## src/rtl/spi_pkg.sv

```systemverilog
// Shared types and constants for the SPI master serial datapath.
// Optional loopback feature is enabled by defining SPI_LOOPBACK_EN.
package spi_pkg;

    localparam int SPI_DATA_WIDTH = 8;

    typedef enum logic [1:0] {
        IDLE  = 2'd0,
        LOAD  = 2'd1,
        SHIFT = 2'd2,
        DONE  = 2'd3
    } state_t;

    // Indexed by {cpol, cpha}: 1 = sample on the rising sclk edge.
    localparam logic [3:0] SAMPLE_RISE_MAP = 4'b1001;

endpackage

```

## src/rtl/spi_shift_register_edge_select.sv

```systemverilog
// Maps the SPI mode bits onto drive and sample strobes from the baud generator.
// Sampling follows the leading edge for cpha=0 and the trailing edge for cpha=1.
module spi_edge_select
    import spi_pkg::*;
(
    input  logic cpol,
    input  logic cpha,
    input  logic flag_low,
    input  logic flag_high,
    input  logic flags_low,
    input  logic flags_high,
    output logic drive_stb,
    output logic sample_stb
);

    logic [3:0] rise_map;
    logic       sample_rise;

    assign rise_map    = SAMPLE_RISE_MAP;
    assign sample_rise = rise_map[{cpol, cpha}];

    // Data is driven on the edge opposite to the one it is sampled on.
    assign sample_stb = sample_rise ? flags_high : flags_low;
    assign drive_stb  = sample_rise ? flag_low : flag_high;

endmodule

```

## src/rtl/spi_shift_register.sv

```systemverilog
// SPI master serial datapath: shifts data_mosi out on mosi, assembles miso.
// Define SPI_LOOPBACK_EN to add a loopback input that samples mosi instead of miso.
module spi_shift_register
    import spi_pkg::*;
#(
    parameter int DATA_WIDTH = SPI_DATA_WIDTH
) (
    input  logic                  PCLK,
    input  logic                  PRESET,
    input  logic                  ss,
    input  logic                  cpol,
    input  logic                  cpha,
    input  logic                  lsbfe,
    input  logic                  send_data,
    input  logic [DATA_WIDTH-1:0] data_mosi,
    input  logic                  miso,
`ifdef SPI_LOOPBACK_EN
    input  logic                  loopback,
`endif
    input  logic                  flag_low,
    input  logic                  flag_high,
    input  logic                  flags_low,
    input  logic                  flags_high,
    output logic                  mosi,
    output logic [DATA_WIDTH-1:0] data_miso,
    output logic                  receive_data,
    output logic                  busy
);

    // One extra bit so the counter can hold DATA_WIDTH itself.
    localparam int CW = $clog2(DATA_WIDTH + 1);

    state_t                state_q;
    state_t                state_d;
    logic [DATA_WIDTH-1:0] tx_q;
    logic [DATA_WIDTH-1:0] tx_shift;
    logic [DATA_WIDTH-1:0] rx_q;
    logic [DATA_WIDTH-1:0] rx_next;
    logic [CW-1:0]         cnt_q;
    logic                  drive_stb;
    logic                  sample_stb;
    logic                  rx_bit;
    logic                  tx_bit;
    logic                  start;
    logic                  load_go;
    logic                  abort;
    logic                  do_sample;
    logic                  do_drive;
    logic                  last_sample;

    spi_edge_select u_edge_select (
        .cpol       (cpol),
        .cpha       (cpha),
        .flag_low   (flag_low),
        .flag_high  (flag_high),
        .flags_low  (flags_low),
        .flags_high (flags_high),
        .drive_stb  (drive_stb),
        .sample_stb (sample_stb)
    );

`ifdef SPI_LOOPBACK_EN
    assign rx_bit = loopback ? mosi : miso;
`else
    assign rx_bit = miso;
`endif

    assign tx_bit   = lsbfe ? tx_q[0] : tx_q[DATA_WIDTH-1];
    assign tx_shift = lsbfe ? (tx_q >> 1) : (tx_q << 1);
    assign rx_next  = lsbfe ? {rx_bit, rx_q[DATA_WIDTH-1:1]}
                            : {rx_q[DATA_WIDTH-2:0], rx_bit};

    assign busy         = (state_q != IDLE);
    assign receive_data = (state_q == DONE);

    always_ff @(posedge PCLK) begin
        if (PRESET) begin
            state_q <= IDLE;
        end else begin
            state_q <= state_d;
        end
    end

    always_comb begin
        state_d     = state_q;
        start       = 1'b0;
        load_go     = 1'b0;
        abort       = 1'b0;
        do_sample   = 1'b0;
        do_drive    = 1'b0;
        last_sample = 1'b0;
        unique case (state_q)
            IDLE: begin
                if (send_data && !ss) begin
                    start   = 1'b1;
                    state_d = LOAD;
                end
            end
            LOAD: begin
                if (ss) begin
                    abort   = 1'b1;
                    state_d = IDLE;
                end else begin
                    load_go = 1'b1;
                    state_d = SHIFT;
                end
            end
            SHIFT: begin
                if (ss) begin
                    abort   = 1'b1;
                    state_d = IDLE;
                end else begin
                    do_sample   = sample_stb;
                    // cpha=0 already presented bit 0 in LOAD.
                    do_drive    = drive_stb &&
                                  (cpha || cnt_q != '0 || sample_stb);
                    last_sample = sample_stb &&
                                  (cnt_q == CW'(DATA_WIDTH - 1));
                    if (last_sample) begin
                        state_d = DONE;
                    end
                end
            end
            DONE: begin
                state_d = IDLE;
            end
            default: begin
                state_d = IDLE;
            end
        endcase
    end

    always_ff @(posedge PCLK) begin
        if (PRESET) begin
            mosi      <= 1'b0;
            tx_q      <= '0;
            rx_q      <= '0;
            cnt_q     <= '0;
            data_miso <= '0;
        end else begin
            if (start) begin
                tx_q <= data_mosi;
            end
            if (load_go) begin
                cnt_q <= '0;
                rx_q  <= '0;
                if (!cpha) begin
                    mosi <= tx_bit;
                    tx_q <= tx_shift;
                end
            end
            if (abort) begin
                mosi <= 1'b0;
            end
            if (do_sample) begin
                rx_q <= rx_next;
                if (cnt_q != CW'(DATA_WIDTH)) begin
                    cnt_q <= cnt_q + 1'b1;
                end
            end
            if (last_sample) begin
                data_miso <= rx_next;
            end
            if (do_drive && !last_sample) begin
                mosi <= tx_bit;
                tx_q <= tx_shift;
            end
        end
    end

endmodule

```

## config.mk

```make
export PLATFORM = sky130hd
export DESIGN_NAME = spi_shift_register
export DESIGN_NICKNAME = d
export VERILOG_FILES = /design/src/rtl/spi_pkg.sv /design/src/rtl/spi_shift_register_edge_select.sv /design/src/rtl/spi_shift_register.sv
export SDC_FILE = /design/constraint.sdc
export NUM_CORES = 1
export LEC_CHECK = 0
export BUFFER_PORTS_ARGS = -buffer_cell sky130_fd_sc_hd__buf_2
export CELL_PAD_IN_SITES_DETAIL_PLACEMENT = 1
export CELL_PAD_IN_SITES_GLOBAL_PLACEMENT = 1
export CORE_ASPECT_RATIO = 1.4
export CORE_UTILIZATION = 41
export DETAILED_ROUTE_END_ITERATION = 8
export GPL_ROUTABILITY_DRIVEN = 1
export PLACE_DENSITY = 0.79
export SLEW_MARGIN = 10
export SYNTH_ARGS = -nofsm -noshare
export SYNTH_HDL_FRONTEND = slang
export SYNTH_HIERARCHICAL = 1
export SYNTH_SLANG_ARGS = --single-unit
```

## constraint.sdc

```tcl
create_clock -name PCLK -period 1.89 [get_ports PCLK]
set_input_delay 0.0945 -clock PCLK [delete_from_list [all_inputs] [get_ports PCLK]]
set_output_delay 0.0945 -clock PCLK [all_outputs]
set_load 0.05 [all_outputs]
```

==> Word-level counts from Yosys, hierarchy flattened <==
Cells that the tools add are included.
{ "op_classes": {"n_reduce_logical": 16, "add_sub_neg": 1, "magnitude_cmp": 1, "n_eq_ne": 8, "n_mux": 37} }
{ "ops": {"columns": ["op", "count"], "rows": [
  ["8-bit 2-to-1 mux", 8],
  ["1-bit 2-to-1 mux", 20],
  ["4-bit 2-to-1 mux", 3],
  ["2-bit 2-to-1 mux", 4],
  ["2-bit case mux with 4 select lines", 1],
  ["4-bit by 1-bit adder with 4-bit output (second input constant)", 1],
  ["2-bit equality test (second input constant)", 2],
  ["4-bit by 3-bit equality test with 1-bit output (second input constant)", 1],
  ["1-bit logical AND", 4],
  ["4-bit != test (second input constant)", 1],
  ["2-bit AND reduction", 2],
  ["2-bit nonzero test", 2],
  ["4-bit nonzero test", 1],
  ["2-bit by 3-bit less-than comparator with 1-bit output (second input constant)", 1],
  ["3-bit by 1-bit != test with 1-bit output (second input constant)", 1],
  ["3-bit != test (second input constant)", 1],
  ["3-bit nonzero test", 1],
  ["1-bit binary-select mux with 2-bit select", 1],
  ["2-bit by 1-bit equality test with 1-bit output (second input constant)", 1],
  ["1-bit zero test", 2],
  ["2-bit zero test", 1],
  ["1-bit logical OR", 2],
  ["2-bit != test (second input constant)", 1],
  ["2-bit OR reduction", 1]
]} }
{ "word_totals": {"out_inout_bits": 11, "elab_cells": 69, "regBits": 31} }

==> Logic depth before layout (Yosys ltp) <==
Gate-level depths: netlist of run 1.
{ "depth": {"ltp_word": 10, "mapped_depth": 7} }

==> Hierarchy <==
The synthesis of run 1 kept the hierarchy.
{ "by_module_without_submodules": {"columns": ["module", "cells_each", "seq_area_each_um2", "n_inst", "area_per_inst_um2"], "rows": [
  ["spi_shift_register", 185, 620.6, 1, 1689.1],
  ["spi_edge_select", 3, 0.0, 1, 31.3]
]} }

==> Least setup slack after synthesis of run 1 <==
Ideal clock, no wire load.
{ "synth_path": {"path_type": "input-to-reg", "startpoint": "in cpol", "endpoint": "reg tx_q[0]", "path_slack_ns": 0.212, "arrival_ns": 1.557, "path_buffers": 1, "setup_time_ns": 0.121, "path_stages": 6, "cell_sequence": "xor2_1 -> mux2_2 -> nor4_1 -> o22a_1 -> buf_6 -> mux2_2"} }
{ "synth_via": {"elab_chain_cells": 9, "word_cells_on_any_way": 14, "classes_between": "mux (9); reduce/logical (5)"} }
{ "synth_lines": {"columns": ["element", "line", "rtl"], "rows": [
  ["start, declared", "spi_shift_register.sv:11", "input logic cpol,"],
  ["1-bit binary-select mux with 2-bit select *", "spi_shift_register_edge_select.sv:20", "assign sample_rise = rise_map[{cpol, cpha}];"],
  ["1-bit 2-to-1 mux (not written as such) *", "spi_shift_register_edge_select.sv:20", null],
  ["1-bit 2-to-1 mux *", "spi_shift_register_edge_select.sv:23", "assign sample_stb = sample_rise ? flags_high : flags_low;"],
  ["named net sample_stb", "spi_shift_register.sv:41", "logic sample_stb;"],
  ["1-bit logical OR or 1-bit logical AND (tied branches)", "spi_shift_register.sv:116, spi_shift_register.sv:117", null],
  ["1-bit logical AND or 1-bit 2-to-1 mux (tied branches)", "spi_shift_register.sv:115, spi_shift_register.sv:109", null],
  ["1-bit 2-to-1 mux, on equally long branches", "spi_shift_register.sv:109, spi_shift_register.sv:92", null],
  ["1-bit 2-to-1 mux or 1-bit zero test (tied branches)", "spi_shift_register.sv:92, spi_shift_register.sv:164", null],
  ["1-bit logical AND *", "spi_shift_register.sv:164", "if (do_drive && !last_sample) begin"],
  ["8-bit 2-to-1 mux *", "spi_shift_register.sv:164", null],
  ["end signal, assigned", "spi_shift_register.sv:142", "tx_q <= data_mosi;"],
  ["end signal, assigned", "spi_shift_register.sv:149", "tx_q <= tx_shift;"],
  ["end signal, assigned", "spi_shift_register.sv:166", "tx_q <= tx_shift;"],
  ["end, declared", "spi_shift_register.sv:35", "logic [DATA_WIDTH-1:0] tx_q;"]
]} }
The timed path passes the listed nets; every way through them passes the cells marked *. The select of a mux whose other input is x is not followed.
A chain may end at the register's enable or synchronous reset.

==> Worst setup path in the final report of run 1 <==
{ "layout_path": {"startpoint": "reg state_q[0]", "endpoint": "reg tx_q[1]"} }
{ "layout_via": {"elab_chain_cells": 6, "word_cells_on_any_way": 13, "classes_between": "eq/ne (2); mux (8); reduce/logical (3)"} }
{ "layout_lines": {"columns": ["element", "line", "rtl"], "rows": [
  ["start, declared", "spi_shift_register.sv:33", "state_t state_q;"],
  ["start signal, assigned", "spi_shift_register.sv:80", "state_q <= state_d;"],
  ["2-bit zero test", "spi_shift_register.sv:92", "unique case (state_q)"],
  ["1-bit 2-to-1 mux", "spi_shift_register.sv:92", null],
  ["8-bit 2-to-1 mux", "spi_shift_register.sv:141", "if (start) begin"],
  ["8-bit 2-to-1 mux", "spi_shift_register.sv:147", "if (!cpha) begin"],
  ["8-bit 2-to-1 mux", "spi_shift_register.sv:144", "if (load_go) begin"],
  ["8-bit 2-to-1 mux *", "spi_shift_register.sv:164", null]
]} }
Every way passes the cells marked *; elsewhere a longest branch is shown, timed or not.

==> results of run 1 <==
==> worst max-delay path, stage by stage (launching register included) <==
cell     delay, ns
dfxtp_1       0.38
inv_1         0.10
ha_1          0.25
nor2b_2       0.19
nand3_1       0.08
o22a_1        0.17
buf_12        0.14
mux2_2        0.33
==> path summary, 6_finish.rpt <==
| check | end | depth (start not counted) |
|---|---|---|
| setup / recovery | tx_q[1]$_SDFF_PP0_ | 7 |
| hold / removal | tx_q[0]$_SDFF_PP0_ | 4 |
| setup reg to reg | tx_q[1]$_SDFF_PP0_ | 7 |
| hold reg to reg | mosi$_SDFFE_PP0P_ | 2 |
==> cell usage in the layout (no fill, tap or decap), types with 4 or more instances in the layout <==
| master | n |
|---|---|
| buf_2 | 30 |
| ha_1 | 7 |
| nor2_1 | 29 |
| buf_4 | 6 |
| inv_1 | 6 |
| nand2_1 | 4 |
| nand2b_1 | 4 |
| o21ai_0 | 8 |
| a211oi_1 | 8 |
| clkbuf_8 | 7 |
| dfxtp_1 | 31 |
| mux2_2 | 11 |
| nor2b_1 | 8 |
| nand3_1 | 13 |
| mux2i_1 | 24 |
==> cell usage after synthesis, types with 2 or more instances <==
| library cell | n | area (um2) |
|---|---|---|
| dfxtp_1 | 31 | 621 |
| nor2_1 | 29 | 109 |
| mux2i_1 | 24 | 240 |
| nand3_1 | 13 | 65.1 |
| mux2_2 | 11 | 124 |
| a211oi_1 | 8 | 60.1 |
| nor2b_1 | 8 | 50.1 |
| o21ai_0 | 8 | 40.0 |
| ha_1 | 7 | 87.6 |
| inv_1 | 6 | 22.5 |
| buf_2 | 5 | 25.0 |
| clkbuf_1 | 5 | 18.8 |
| nand2_1 | 4 | 15.0 |
| nand2b_1 | 4 | 25.0 |
| a21oi_1 | 3 | 15.0 |
| a211oi_2 | 2 | 25.0 |
| a31oi_1 | 2 | 12.5 |
| buf_6 | 2 | 22.5 |
| nand3b_1 | 2 | 15.0 |
| nor3_1 | 2 | 10.0 |
| o211ai_1 | 2 | 15.0 |
==> sequential cells by signal, summed over array words and instances, names as in the netlist <==
register / cells
data_miso: 8
rx_q: 8
tx_q: 8
mosi: 1
cnt_q: 4
state_q: 2
==> routing by layer <==
layer	track usage	vias up	share of wire
met5	0	-	0
met4	0.0512	0	0.0042
met3	0.0494	4	0.027
met2	0.381	22	0.56
met1	0.186	691	0.40
li1	-	724	-
==> power breakdown <==
group | internal [mW] | switching [mW]
sequential | 0.669 | 0.0132
clock | 0.331 | 0.252
combinational | 0.0932 | 0.113
==> layout make-up <==
type                            count  share of cell area
Clock buffer                        7              0.0466
Clock inverter                      1             0.00363
Inverter                            6              0.0109
Multi-Input combinational cell    139               0.489
Sequential cell                    31               0.300
Tap cell                           43              0.0260
Timing Repair Buffer               39               0.123
==> cell families after synthesis <==
kind of cell | after synthesis | share of synthesized area
flops | 31 | 0.361
simple gates | 69 | 0.213
xor+xnor | 1 | 0.00509
mux | 35 | 0.212
buf+inv | 18 | 0.0516
compound gates | 27 | 0.107
fa+ha+maj | 7 | 0.0509
==> out/results.tsv, run 1 <==
stage	metric	value	unit
power	power	1.47	mW
clock_network	cts_hold_buf	0	
outcome	status	finished, violations left	
cells_and_area	n_antenna_cell	0	
placement	place_inst	258	
placement	pre_cts_ws	0.0309	ns
sta	fin_ws	0.127	ns
global_routing	antenna_found_initial	0	
placement	dp_hpwl	2.85	mm
yosys	synth_seq_area_share	0.361	
sta	fin_tns_setup	0	ns
placement	finalWeightedCongestion	0.774	
floorplanning	dieArea	4460	um2
clock_network	cts_tree	built	
global_routing	grt_start_max_net_pins	31	
setup_path	rrSetupSlack	0.13	ns
yosys	syn_inst	188	
setup_path	crit_arrival	1.94	ns
sta	tightest_slew	0.526	ns
global_routing	grt_pass1_vias	1526	
drt	drt-pass1-iter-count	8	
cells_and_area	fin_area	2070	um2
yosys	synthesis.nets	215	
drt	drt-total-wl	3.84	mm
placement	portBuffers	30	
yosys	netlist_area	1720	um2
sta	fin_hold_ws	0.170	ns
worst_hold_path	worstHoldStart	data_mosi[0]	
flow_run	cap_viol_max_count	0	
yosys	ys_async_sr_fraction	0	
clock_network	clkSinkCount	31	
sta	fin_skew	0.00448	ns
setup_path	r2r_start	state_q[0]$_SDFFE_PP0P_	
clock_network	cts_setup_buffers	0	
clock_network	cts-root-buf	clkbuf_8	
drt	drc	2	
floorplanning	die_w	56.7	um
worst_hold_path	hp-class	in2reg	
drt	ant_nets	0	
sta	setup_viol_count_final	0	
sta	period_share	0.933	
drt	post_drt_wl_per_cell	14.4	um
placement	placed_area	1960	um2
floorplanning	start_util	0.432	
yosys	avgSynthCellArea	9.15	um2
setup_path	path_max_fanout	9	
cells_and_area	syn_to_final_growth	20.1	%
sta	hold_violations	0	
yosys	ys_warn_count	6	
global_routing	grt_pass1_wl	6.60	mm
yosys	yosysUniqueCellTypes	31	
yosys	ys_ff_latch	31	
floorplanning	fp-row-count	27	
floorplanning	ios	31	
outcome	violations	DRC	
yosys	synth-edff-count	0	
clock_network	clockBufferDepth	2	
sta	fin_crit	1.76	ns
setup_path	crit_start	state_q[0]$_SDFFE_PP0P_	
setup_path	cp.required	2.07	ns
sta	rsz0062_at_grt	false	
clock_network	cts_max_level	2	
clock_network	numCtsBuffers	5	
power	vdd_ir_drop_max	437	uV
floorplanning	core_area	3990	um2
global_routing	grt_overflow_total	0	
yosys	ys.flop_type	dfxtp_1	
power	powerDensity	712	nW/um2
cells_and_area	seqCellArea	621	um2
sta	slew_violations	0	
cells_and_area	final_nets	249	
drt	vias	1441	
setup_path	path_class	reg2reg	
clock_network	cts_resized	0	
global_routing	grt_usage	0.190	
setup_path	start_kind	register	
cells_and_area	fin_util	0.519	
clock_network	path_clk_slew	0.07	ns
cells_and_area	multi_input_area	1010	um2
clock_network	clock_latency	0.28	ns
cells_and_area	n_fill_cell	486	
sta	max_freq	567	MHz
floorplanning	fp.dieH	78.6	um
cells_and_area	finalNonFillerCells	266	
drt	drt_iter0_drc	32	
power	p_leak	0.965	nW
cells_and_area	drive_above_1_share	0.283	
sta	maxSlewHeadroom	0.649	
drt	vias_per_cell	5.42	
setup_path	worstSetupEndpointType	register	
No activity file was read; power rests on OpenSTA's default activity.
==> run 2, diff against run 1 <==
CTS_CLUSTER_DIAMETER = 150   (was default)
RECOVER_POWER = 50   (was default)
==> out/results.tsv, run 2 (synthesis results as in run 1) <==
stage	metric	value	unit	change
outcome	status	finished, violations left		
outcome	violations	DRC		
sta	fin_ws	0.127	ns	+0.000314 ns
clock_network	clockBufferDepth	2		unchanged
sta	fin_crit	1.76	ns	-0.000314 ns
clock_network	clock_latency	0.28	ns	about the same
global_routing	grt_usage	0.190		unchanged
clock_network	cts_setup_buffers	0		unchanged
sta	rsz0062_at_grt	false		
cells_and_area	most-common-layout-cells	dfxtp_1, nor2_1, mux2i_1, buf_2, nand3_1		
cells_and_area	reg_top3	data_miso x8, rx_q x8, tx_q x8		
cells_and_area	n_fill_cell	491		+1.0%
power	p_leak	0.911	nW	-5.7%
sta	setup_viol_count_final	0		unchanged
global_routing	grt_start_max_net_pins	31		unchanged
drt	drt-pass1-iter-count	8		unchanged
drt	post_drt_wl_per_cell	14.4	um	about the same
clock_network	cts_max_level	2		unchanged
global_routing	grt_overflow_total	0		unchanged
drt	drc	2		unchanged
floorplanning	dieArea	4460	um2	unchanged
setup_path	cp_top_family	flip-flops		
floorplanning	fp.dieH	78.6	um	unchanged
setup_path	crit_chain	inv_1, ha_1, nor2b_2, nand3_1, o22a_1, buf_12, mux2_2		
floorplanning	ios	31		unchanged
drt	vias_per_cell	5.44		+0.42%
flow_run	cap_viol_max_count	0		unchanged
setup_path	path_class	reg2reg		
floorplanning	die_w	56.7	um	unchanged
clock_network	cts_hold_buf	0		unchanged
clock_network	clkSinkCount	31		unchanged
drt	drt-total-wl	3.84	mm	about the same
power	power	1.47	mW	about the same
global_routing	antenna_found_initial	0		unchanged
clock_network	numCtsBuffers	5		unchanged
sta	hold_violations	0		unchanged
clock_network	cts-root-buf	clkbuf_8		
setup_path	start_kind	register		
clock_network	path_clk_slew	0.07	ns	about the same
cells_and_area	syn_to_final_growth	18.5	%	
cells_and_area	final_common_cell	dfxtp_1		
sta	fin_skew	0.00431	ns	-0.000174 ns
sta	maxSlewHeadroom	0.605		-0.0447
setup_path	cp.required	2.07	ns	about the same
cells_and_area	final_nets	249		unchanged
sta	tightest_slew	0.596	ns	+0.0697 ns
global_routing	grt_pass1_wl	6.60	mm	unchanged
global_routing	grt_pass1_vias	1526		unchanged
setup_path	crit_arrival	1.94	ns	about the same
setup_path	worstSetupEndpointType	register		
sta	slew_violations	0		unchanged
sta	fin_tns_setup	0	ns	unchanged
placement	portBuffers	30		unchanged
power	vdd_ir_drop_max	437	uV	about the same
sta	max_freq	567	MHz	about the same
floorplanning	fp-row-count	27		unchanged
drt	vias	1447		+0.42%
floorplanning	core_area	3990	um2	unchanged
sta	period_share	0.933		about the same
floorplanning	start_util	0.432		unchanged
setup_path	critPathBufInv	2		unchanged
placement	pre_cts_ws	0.0309	ns	unchanged
power	powerDensity	722	nW/um2	+1.3%
worst_hold_path	hp-class	in2reg		
clock_network	cts_tree	built		
drt	ant_nets	0		unchanged
setup_path	crit_slowest_cell	dfxtp_1		
placement	finalWeightedCongestion	0.774		unchanged
cells_and_area	drive_above_1_share	0.233		-0.0493
setup_path	slowest_delay	0.38	ns	about the same
clock_network	cts_resized	0		unchanged
cells_and_area	n_antenna_cell	0		unchanged
placement	dp_hpwl	2.85	mm	unchanged
drt	drt_iter0_drc	29		-9.4%
setup_path	path_max_fanout	9		unchanged
run 2: cell type report:
type / instances / area, um2 / area share
timing repair buffer: 39 / 226 / 0.111
clock buffer: 7 / 96.3 / 0.0473
clock inverter: 1 / 7.51 / 0.00368
sequential: 31 / 621 / 0.304
tap: 43 / 53.8 / 0.0264
inverter: 6 / 22.5 / 0.0110
multi-input combinational: 139 / 1010 / 0.496
run 2: where the power goes:
part           internal (mW)  leakage, nW  switching (mW)
clock network          0.331       0.0505           0.253
logic                 0.0917        0.610           0.113
registers              0.669        0.251          0.0132
total                   1.09        0.911           0.379
run 2: path summary, 6_finish.rpt:
kind	startpoint	cells past startpoint	slack, ns	to
max	state_q[0]$_SDFFE_PP0P_	7	0.13	tx_q[1]$_SDFF_PP0_
min	data_mosi[0]	4	0.17	tx_q[0]$_SDFF_PP0_
max reg2reg	state_q[0]$_SDFFE_PP0P_	7	0.13	tx_q[1]$_SDFF_PP0_
min reg2reg	mosi$_SDFFE_PP0P_	2	0.49	mosi$_SDFFE_PP0P_
run 2: metal layers:
| layer | wire (um) | GRT usage |
|---|---|---|
| met2 | 2180 | 0.381 |
| met1 | 1540 | 0.186 |
| met3 | 106 | 0.0494 |
| met5 | 0 | 0 |
| met4 | 16 | 0.0512 |
run 2: worst reg2reg max path, delay by kind of cell (launching register included):
kind	cells	cell delay, ns
buf+inv	2	0.24
compound gates	1	0.17
fa+ha+maj	1	0.25
simple gates	2	0.27
mux	1	0.33
flops	1	0.38
run 2: stage by stage:
stage,utilization,hold WS (ns),area (um2),cells
detailed placement,0.492,0.469,1960,258
global route,0.511,0.194,2040,266
floorplan,-,0.312,1720,188
CTS,0.519,0.166,2070,266
global placement,0.492,0.454,1960,258
finish,0.511,0.170,2040,266
==> run 3, diff against run 2 <==
CELL_PAD_IN_SITES_DETAIL_PLACEMENT = default   (was 1)
CELL_PAD_IN_SITES_GLOBAL_PLACEMENT = default   (was 1)
CORE_UTILIZATION = 55   (was 41)
CTS_CLUSTER_DIAMETER = 30   (was 150)
PLACE_DENSITY = 0.8   (was 0.79)
==> out/results.tsv, run 3 (synthesis results as in run 1) <==
stage	metric	value	unit	change
setup_path	start_kind	register		
clock_network	cts_setup_buffers	0		unchanged
floorplanning	fp.dieH	68.2	um	-13%
sta	period_share	0.932		-0.00100
sta	rsz0062_at_grt	false		
clock_network	clkSinkCount	31		unchanged
floorplanning	die_w	49.3	um	-13%
setup_path	crit_arrival	1.93	ns	about the same
sta	fin_ws	0.129	ns	+0.00190 ns
power	p_leak	0.905	nW	-0.60%
sta	setup_viol_count_final	0		unchanged
setup_path	crit_slowest_cell	dfxtp_2		
cells_and_area	n_antenna_cell	0		unchanged
setup_path	crit_chain	inv_1, ha_1, nor2b_2, nand3_1, o22a_1, buf_12, mux2_2		
global_routing	grt_start_max_net_pins	40		+29%
global_routing	grt_pass1_wl	6.39	mm	-3.2%
clock_network	path_clk_slew	0.06	ns	about the same
global_routing	grt_pass1_vias	1466		-3.9%
setup_path	path_class	reg2reg		
sta	tightest_slew	0.677	ns	+0.0814 ns
setup_path	setup.worst_path.end	tx_q[6]$_SDFF_PP0_		
setup_path	r2r_start	state_q[0]$_SDFFE_PP0P_		
sta	maxSlewHeadroom	0.549		-0.0559
drt	ant_nets	0		unchanged
floorplanning	fp-row-count	23		-15%
sta	hold_violations	0		unchanged
floorplanning	ios	31		unchanged
flow_run	cap_viol_max_count	0		unchanged
sta	fin_crit	1.76	ns	-0.00190 ns
clock_network	numCtsBuffers	5		unchanged
setup_path	slowest_delay	0.33	ns	-0.05 ns
floorplanning	dieArea	3360	um2	-25%
cells_and_area	final_nets	246		-1.2%
power	vdd_ir_drop_max	589	uV	+35%
power	powerDensity	774	nW/um2	+7.2%
drt	vias	1436		-0.76%
drt	drt-pass1-iter-count	4		-4
global_routing	antenna_found_initial	0		unchanged
worst_hold_path	hp-class	in2reg		
cells_and_area	final_common_cell	dfxtp_1		
placement	portBuffers	30		unchanged
floorplanning	core_area	2910	um2	-27%
clock_network	cts_hold_buf	0		unchanged
drt	vias_per_cell	5.59		+2.7%
clock_network	clock_latency	0.29	ns	about the same
setup_path	path_max_fanout	9		unchanged
cells_and_area	most-common-layout-cells	dfxtp_1, nor2_1, mux2i_1, buf_2, nand3_1		
outcome	status	finished, final reports clean		
floorplanning	start_util	0.592		+0.160
placement	pre_cts_ws	-0.0456	ns	-0.0765 ns
setup_path	r2r-end	tx_q[6]$_SDFF_PP0_		
power	power	1.56	mW	+5.8%
drt	drt_iter0_drc	28		-3.4%
clock_network	cts_tree	built		
sta	max_freq	568	MHz	+0.11%
cells_and_area	syn_to_final_growth	16.9	%	
clock_network	cts_resized	0		unchanged
clock_network	clockBufferDepth	2		unchanged
placement	dp_hpwl	2.72	mm	-4.4%
setup_path	cp.required	2.06	ns	about the same
cells_and_area	drive_above_1_share	0.227		-0.00591
setup_path	worstSetupEndpointType	register		
clock_network	cts_max_level	2		unchanged
setup_path	reg2reg_depth	7		unchanged
setup_path	crit_start	state_q[0]$_SDFFE_PP0P_		
setup_path	rrSetupSlack	0.13	ns	about the same
clock_network	cts-root-buf	clkbuf_8		
drt	post_drt_wl_per_cell	14.7	um	+1.6%
drt	drc	0		-2
sta	fin_skew	0.00594	ns	+0.00164 ns
sta	slew_violations	0		unchanged
cells_and_area	reg_top3	data_miso x8, rx_q x8, tx_q x8		
placement	finalWeightedCongestion	0.756		-2.3%
global_routing	grt_overflow_total	0		unchanged
drt	drt-total-wl	3.77	mm	-1.8%
global_routing	grt_usage	0.259		+0.0692
run 3: cell type report:
type	instances	area, um2
tap	37	46.3
clock buffer	6	82.6
multi-input combinational	139	1010
inverter	6	22.5
clock inverter	2	35.0
fill	236	896
sequential	31	622
timing repair buffer	36	191
run 3: through the flow:
step	area, um2	hold slack [ns]	setup TNS [ns]	utilization	std cells
final	2010	0.180	0	0.692	257
after global routing	2010	0.220	0	0.692	257
after CTS	2040	0.179	0	0.701	257
after detailed placement	1920	0.476	-0.300	0.661	249
after global placement	1920	0.451	0	0.661	249
after floorplan	1720	0.312	0	-	188
run 3: worst min-delay path by stage:
stage	slack, ns	cells after the start	to	from
floorplan	0.31	3	data_miso[0]$_SDFFE_PP0P_	ss
global placement	0.45	4	tx_q[4]$_SDFF_PP0_	data_mosi[4]
detailed placement	0.48	4	tx_q[5]$_SDFF_PP0_	data_mosi[5]
CTS	0.18	4	tx_q[5]$_SDFF_PP0_	data_mosi[5]
global route	0.22	4	tx_q[4]$_SDFF_PP0_	data_mosi[4]
finish	0.18	4	tx_q[5]$_SDFF_PP0_	data_mosi[5]
run 3: report_power, final:
| group | internal, mW | total (mW) | switching, mW |
|---|---|---|---|
| clock | 0.426 | 0.672 | 0.246 |
| combinational | 0.0881 | 0.200 | 0.112 |
| sequential | 0.669 | 0.683 | 0.0136 |
run 3: critical path: cells and delay by family (launching register included):
kind	cells	cell delay, ns
and+or+nand+nor	2	0.34
DFF	1	0.33
muxes	1	0.27
buffers and inverters	2	0.26
adders and majority gates	1	0.24
AOI/OAI and AO/OA	1	0.21
run 3: layer usage:
layer,GRT usage,vias to the layer above,share of wire
li1,-,717,-
met1,0.244,682,0.37
met2,0.507,31,0.58
met3,0.0711,6,0.037
met4,0.136,0,0.018
met5,0,-,0
